## src/rtl/image_scan_tx.sv

```systemverilog
// Reads one frame in raster order and streams each pixel, optionally inverted or grayscaled.
// Each pixel takes 3 cycles (read, data return, send). px_ready low holds the pixel and pauses reads.
module image_scan_tx #(
  parameter int IMG_W = 4,
  parameter int IMG_H = 3,
  parameter int AW    = $clog2(IMG_W*IMG_H)
) (
  input  logic          clk,
  input  logic          rst_n,
  input  logic          start,
  input  logic [1:0]    mode,
  output logic          mem_rd_en,
  output logic [AW-1:0] mem_addr,
  input  logic [23:0]   mem_rdata,
  output logic [23:0]   px_data,
  output logic          px_valid,
  input  logic          px_ready,
  output logic          px_sof,
  output logic          px_eol,
  output logic          px_eof,
  output logic          busy,
  output logic          done
);

  localparam int XW = (IMG_W > 1) ? $clog2(IMG_W) : 1;
  localparam int YW = (IMG_H > 1) ? $clog2(IMG_H) : 1;

  typedef enum logic [2:0] {IDLE, RD, LAT, SEND, FIN} state_t;

  state_t        r_state;
  logic [1:0]    r_mode;
  logic [XW-1:0] r_x;
  logic [YW-1:0] r_y;
  logic [AW-1:0] r_addr;
  logic          r_rd_en;
  logic [23:0]   r_px_data;
  logic          r_px_valid;
  logic          r_sof;
  logic          r_eol;
  logic          r_eof;
  logic          r_busy;
  logic          r_done;

  logic [9:0]    w_sum;
  logic [23:0]   w_pix;
  logic          w_x_last;
  logic          w_y_last;

  assign w_x_last = (r_x == XW'(IMG_W - 1));
  assign w_y_last = (r_y == YW'(IMG_H - 1));

  // R + 2G + B fits in 10 bits; the gray level is the top 8 of them.
  assign w_sum = {2'b00, mem_rdata[23:16]} + {1'b0, mem_rdata[15:8], 1'b0} + {2'b00, mem_rdata[7:0]};

  always_comb begin
    w_pix = mem_rdata;
    case (r_mode)
      2'b01:   w_pix = ~mem_rdata;
      2'b10:   w_pix = {w_sum[9:2], w_sum[9:2], w_sum[9:2]};
      default: w_pix = mem_rdata;
    endcase
  end

  always_ff @(posedge clk or negedge rst_n) begin
    if (!rst_n) begin
      r_state    <= IDLE;
      r_mode     <= 2'b00;
      r_x        <= '0;
      r_y        <= '0;
      r_addr     <= '0;
      r_rd_en    <= 1'b0;
      r_px_data  <= '0;
      r_px_valid <= 1'b0;
      r_sof      <= 1'b0;
      r_eol      <= 1'b0;
      r_eof      <= 1'b0;
      r_busy     <= 1'b0;
      r_done     <= 1'b0;
    end else begin
      r_done <= 1'b0;
      case (r_state)
        IDLE: begin
          if (start) begin
            r_mode  <= mode;
            r_x     <= '0;
            r_y     <= '0;
            r_addr  <= '0;
            r_busy  <= 1'b1;
            r_rd_en <= 1'b1;
            r_state <= RD;
          end
        end
        RD: begin
          r_rd_en <= 1'b0;
          r_state <= LAT;
        end
        LAT: begin
          r_px_data  <= w_pix;
          r_sof      <= (r_x == '0) && (r_y == '0);
          r_eol      <= w_x_last;
          r_eof      <= w_x_last && w_y_last;
          r_px_valid <= 1'b1;
          r_state    <= SEND;
        end
        SEND: begin
          if (px_ready) begin
            r_px_valid <= 1'b0;
            if (w_x_last && w_y_last) begin
              r_busy  <= 1'b0;
              r_done  <= 1'b1;
              r_state <= FIN;
            end else begin
              // Raster order means the address simply advances by one per pixel.
              r_addr  <= r_addr + AW'(1);
              r_rd_en <= 1'b1;
              r_state <= RD;
              if (w_x_last) begin
                r_x <= '0;
                r_y <= r_y + YW'(1);
              end else begin
                r_x <= r_x + XW'(1);
              end
            end
          end
        end
        FIN: begin
          r_state <= IDLE;
        end
        default: begin
          r_state <= IDLE;
        end
      endcase
    end
  end

  assign mem_rd_en = r_rd_en;
  assign mem_addr  = r_addr;
  assign px_data   = r_px_data;
  assign px_valid  = r_px_valid;
  assign px_sof    = r_sof;
  assign px_eol    = r_eol;
  assign px_eof    = r_eof;
  assign busy      = r_busy;
  assign done      = r_done;

endmodule

```

## config.mk

```make
export PLATFORM = sky130hd
export DESIGN_NAME = image_scan_tx
export DESIGN_NICKNAME = d
export VERILOG_FILES = /design/src/rtl/image_scan_tx.sv
export SDC_FILE = /design/constraint.sdc
export NUM_CORES = 1
export LEC_CHECK = 0
export ABC_CLOCK_PERIOD_IN_PS = 1900
export BUFFER_PORTS_ARGS = -buffer_cell sky130_fd_sc_hd__buf_2
export CAP_MARGIN = 25
export CORE_MARGIN = 3
export CORE_UTILIZATION = 40
export DETAILED_ROUTE_END_ITERATION = 10
export REMOVE_ABC_BUFFERS = 1
export SYNTH_ARGS = -nofsm -noshare
export SYNTH_HDL_FRONTEND = slang
export SYNTH_SLANG_ARGS = --single-unit
```

## constraint.sdc

```tcl
create_clock -name clk -period 1.9 [get_ports clk]
set_input_delay 0.19 -clock clk [delete_from_list [all_inputs] [get_ports clk]]
set_output_delay 0.19 -clock clk [all_outputs]
set_load 0.01 [all_outputs]
```

## Yosys cells after proc, flatten, opt, wreduce, memory -nomap -nowiden

Index checks and enable logic that the tools add are counted.
W data, S select, Z words.

- Register bits after elaboration: 44
- Output and inout port bits: 35
- Bits of input ports: 30
- Word-level logic and storage cells: 76

- Reductions and logical operators: 15
- Multiplexer cells: 30
- Add/sub/neg operators: 5
- Equal/unequal tests: 12
- Bitwise operators: 1

Operator list:

| cell | count |
|---|---|
| $pmux W24 S2 | 1 |
| $not A24 Y24 | 1 |
| $mux W2 | 7 |
| $mux W4 | 3 |
| $pmux W3 S4 | 1 |
| $reduce_and A4 Y1 | 3 |
| $add A10 B8 Y10 | 1 |
| $add A8 B9 Y10 | 1 |
| $ne A2 B2 Y1 const B | 5 |
| $mux W1 | 9 |
| $mux W3 | 3 |
| $pmux W2 S2 | 2 |
| $pmux W4 S2 | 1 |
| $eq A2 B2 Y1 const B | 3 |
| $eq A3 B2 Y1 const B | 2 |
| $reduce_and A2 Y1 | 3 |
| $reduce_and A5 Y1 | 1 |
| $add A2 B1 Y2 const B | 2 |
| $add A4 B1 Y4 const B | 1 |
| $logic_not A2 Y1 | 2 |
| $pmux W1 S2 | 2 |
| $reduce_bool A2 Y1 | 2 |
| $eq A3 B1 Y1 const B | 1 |
| $logic_not A3 Y1 | 1 |
| other kinds (4) | 5 |

## Depth between registers and ports, before layout

- Depth in word-level cells: 5
- Gate-level depth with buffers: 9
- Gate-level depth less buffers: 9

## Least setup slack after synthesis

Ideal clock, no wire load.

- Path kind: input-to-reg
- Start point: in mem_rdata[3]
- End point: reg r_px_data[20] (netlist: px_data[20])
- Required time: 1.771 ns
- Data arrival time: 1.997 ns
- Stages on the path: 7
- Path slack: -0.226 ns
- Library setup time: 0.129 ns
- Path buffers: 0
- Cell sequence: fa_1 > ha_1 > o211a_1 > a21boi_0 > or3_1 > a31oi_1 > a21oi_1

- Word-level cells in the longest chain between the ends: 2

Ends and longest elaborated chain:

| item | RTL line | RTL |
|---|---|---|
| start: declaration | 14 | `input logic [23:0] mem_rdata,` |
| $add A10 B8 Y10 | 53 | `assign w_sum = {2'b00, mem_rdata[23:16]} + {1'b0, mem_rdata[15:8], 1'b0} + {2'b00, mem_rdata[7:0]};` |
| $pmux W24 S2 | 57 | `case (r_mode)` |
| end signal: assignment | 98 | `r_px_data <= w_pix;` |
| end: declaration | 36 | `logic [23:0] r_px_data;` |

No other way between the ends.
A chain may end at the register's enable or synchronous reset.

## Worst setup path in the final report

- Start point: in mem_rdata[19]
- End point: reg r_px_data[4] (netlist: px_data[4])

- Word-level cells in the longest chain between the ends: 3

Ends and longest elaborated chain:

| item | RTL line |
|---|---|
| $add A8 B9 Y10 | 53 |
| $add A10 B8 Y10 | 53 |
| $pmux W24 S2 | 57 |

No other way between the ends.

==> flow_metrics.py <==
metrics = {
    "run_status": {
        "status": "complete, but fails checks",
        "violations": "setup timing",
    },
    "logic_synthesis": {
        "async_flop_share_pct": 100.0,
        "synth_edf_count": 0,
        "netlist_instances": 275,
        "yosysTopAreaCell": "dfrtp_1",
        "postSynthAreaPerCell_um2": 9.491,
        "synth_seq_area_share_pct": 42.19,
        "synth_top_area_share_pct": 42.19,
        "syn_area_mm2": 0.002610,
        "synth_ff_type": "dfrtp_1",
        "yosysWarnings": 0,
        "synth_seq_cells": 44,
        "synth_area_leaders": "dfrtp_1, ha_1, fa_1, a21oi_1, nand2b_1",
        "synth.distinct_cells": 45,
    },
    "layout": {
        "diodes": 0,
        "layout_commonest_cell": "buf_2",
        "stdcell_area_mm2": 0.003801,
        "syn2layout_area_growth_pct": 45.64,
        "mostFrequentLayoutCells": "buf_2, buf_4, dfrtp_1",
        "final_cells": 466,
        "nFillCells": 510,
        "layout-drive-gt1-share_pct": 42.71,
        "num-nets-final": 443,
    },
    "sta": {
        "whs_ps": 101.5,
        "worst_pin_slew_ps": 580.8,
        "tns_ps": -139.9,
        "finalHoldViolCount": 0,
        "fmax_ghz": 0.5154,
        "slew_headroom_pct": 61.28,
        "setup_viol": 5,
        "layout_setup_ws_ps": -40.32,
        "slew_violations": 0,
        "fin_crit_sh_pct": 102.1,
        "rsz0062_at_grt": "true",
        "finalClockSkew_ps": 2.366,
        "period_needed_ps": 1940,
    },
    "worst_setup_path": {
        "critPathKind": "input pin to flip-flop",
        "critPathMaxStageDelay_ps": 580,
        "crit_cells": 8,
        "critPathCaptureType": "flip-flop",
        "r2r_setup_slack_ps": 50,
        "critPathTopFamily": "adder cells",
        "cp_max_fo": 3,
        "rr_worst_depth": 7,
        "cp.buffers_inverters": 1,
        "rr_endpoint": "px_data[14]",
        "cp_data_arrival_time_ps": 2130,
        "crit_required_ps": 2090,
        "slowest_stage": "fa_1",
        "rr_startpoint": "r_mode[0]",
        "cp-start-kind": "input pin",
        "crit_chain": "buf_6, fa_1, ha_4, o211a_1, a21boi_4, or3_4, a31oi_4, a21oi_2",
    },
    "clock_tree": {
        "tritoncts": "done",
        "cts_sinks": 44,
        "clk_pin_slew_ps": 90,
        "clockRootBuffer": "clkbuf_8",
        "htreeDepth": 2,
        "cts_made_buffers": 5,
        "cts_buffer_depth": 2,
        "clk_latency_ps": 300,
    },
    "routing": {
        "wl_per_cell_um": 15.14,
        "drt_pass1_iterations": 4,
        "dr.first_iter.drc_count": 80,
        "dr_total_vias": 2452,
        "drc": 0,
        "wl_mm": 7.056,
        "ant_nets": 0,
        "viasPerCell": 5.262,
    },
    "placed_design": {
        "gp_congestion": 0.8104,
        "dp_cells": 453,
        "io_buffers": 64,
        "dpl.hpwl_mm": 4.948,
        "placed_area_mm2": 0.003349,
    },
    "min_path": {
        "hold_depth": 3,
        "hold-path-endpoint": "r_mode[0]",
        "holdCritStartpoint": "mode[0]",
        "hp-class": "input pin to flip-flop",
    },
    "global_route": {
        "antenna_found_initial": 0,
        "overflow": 0,
        "grt_max_degree": 45,
        "grt_usage_pct": 19.42,
        "grt_pass1_wl_mm": 11.74,
        "grt_pass1_vias": 2481,
    },
    "power_and_ir_drop": {
        "p_int_uw": 3365,
        "ir_drop_mv": 0.7386,
        "p_leak_uw": 0.001747,
        "pwr-share-seq_pct": 28.6,
        "combPwrFrac_pct": 56.5,
        "total_power_uw": 5713,
        "p_sw_uw": 2348,
        "clkPwrFrac_pct": 15.0,
        "p_sw_share_pct": 41.10,
        "powerDensity_mw_per_mm2": 1503,
    },
    "die": {
        "ios": 65,
        "die_y_um": 86.78,
        "die_x_um": 86.78,
        "initial_utilization_pct": 42.57,
        "rows": 28,
        "die_area_mm2": 0.007530,
        "core_area_mm2": 0.006131,
    },
    "job": {
        "maxCapViolations": 0,
    },
}
## power groups by stage
stage / clock network, uW / logic, uW / registers [uW]
5_1_grt: 904 / 3580 / 1700
3_5_place_dp: 0 / 2860 / 1640
6_report: 855 / 3230 / 1630
4_1_cts: 872 / 3030 / 1630
3_3_place_gp: 0 / 2800 / 1640
2_1_floorplan: 0 / 1520 / 1780
## worst max-delay path by stage
stage                  start          end  slack (ps)
3_3_place_gp    mem_rdata[3]  px_data[12]        -480
2_1_floorplan     r_state[2]  px_data[13]        -310
3_5_place_dp    mem_rdata[3]  px_data[23]        -530
5_1_grt        mem_rdata[19]  px_data[12]         -70
6_report       mem_rdata[19]   px_data[4]         -40
4_1_cts        mem_rdata[19]  px_data[12]         -30
## tightest hold or removal path, delay by kind of cell
family	cells	cell delay, ps
and+or+nand+nor	1	40
buffers and inverters	1	80
AOI/OAI and AO/OA	1	60
## layer usage
metal / global-route usage [%] / vias up / routed length [um]
li1: - / 1205 / -
met1: 26.49 / 1187 / 3325
met2: 32.34 / 53 / 3376
met3: 3.422 / 7 / 283
met4: 4.249 / 0 / 70
met5: 0 / - / 0
## cell type report
cell class / count / area, um2 / area share (%)
multi-input combinational: 205 / 1637 / 43.05
tap: 75 / 93.84 / 2.469
clock inverter: 2 / 60.06 / 1.580
clock buffer: 5 / 68.82 / 1.810
inverter: 16 / 62.56 / 1.646
sequential: 44 / 1101 / 28.97
timing repair buffer: 119 / 778.2 / 20.47
## synth_stat cells (2+ instances only)
cell and number:
dfrtp_1 44, nand2_1 30, a21oi_1 27, nand2b_1 20
o21ai_0 20, o22ai_1 17, inv_1 16, ha_1 14
nor2_1 12, fa_1 8, a31oi_1 6, clkbuf_1 6
buf_2 4, nor2b_1 4, or3_1 4, a221o_1 3
a22o_1 3, nor3_1 3, o21ai_1 3, xor2_1 3
mux2_2 2, nand3_1 2, nand4_1 2
## through the flow
step	setup slack (ps)	utilization, %
after floorplan	-311.6	-
after global placement	-481.7	54.63
after detailed placement	-532.5	54.63
after CTS	-33.42	59.27
after global routing	-73.20	62.00
final	-40.32	62.00
## flip-flops by register name, indices dropped and copies added, names as in the netlist
signal     cells
mem_rd_en      1
px_data       24
mem_addr       4
busy           1
px_valid       1
px_sof         1
r_state        3
r_mode         2
r_x            2
px_eof         1
r_y            2
px_eol         1
done           1
## cell families (layout without fill, tap and decap cells)
family / count (synthesis) / count (layout) / synth area share [%]
AOI/OAI and AO/OA: 90 / 90 / 20.95
xor gates and xnor gates: 4 / 4 / 1.343
adders and majority gates: 22 / 22 / 12.85
buffers and inverters: 26 / 142 / 3.931
DFF: 44 / 44 / 42.19
muxes: 3 / 3 / 1.246
and+or+nand+nor: 86 / 86 / 17.50
## what timing repair did
| action | CTS | global route |
|---|---|---|
| buffers inserted | 2 | 3 |
| hold buffers | 1 | 0 |
| endpoints found under the hold margin | 44 | 0 |
| pin swaps | 12 | 14 |
| gates resized for setup | 27 | 37 |
| setup endpoints to repair | 18 | 24 |
(Power assumes the default switching activity.)
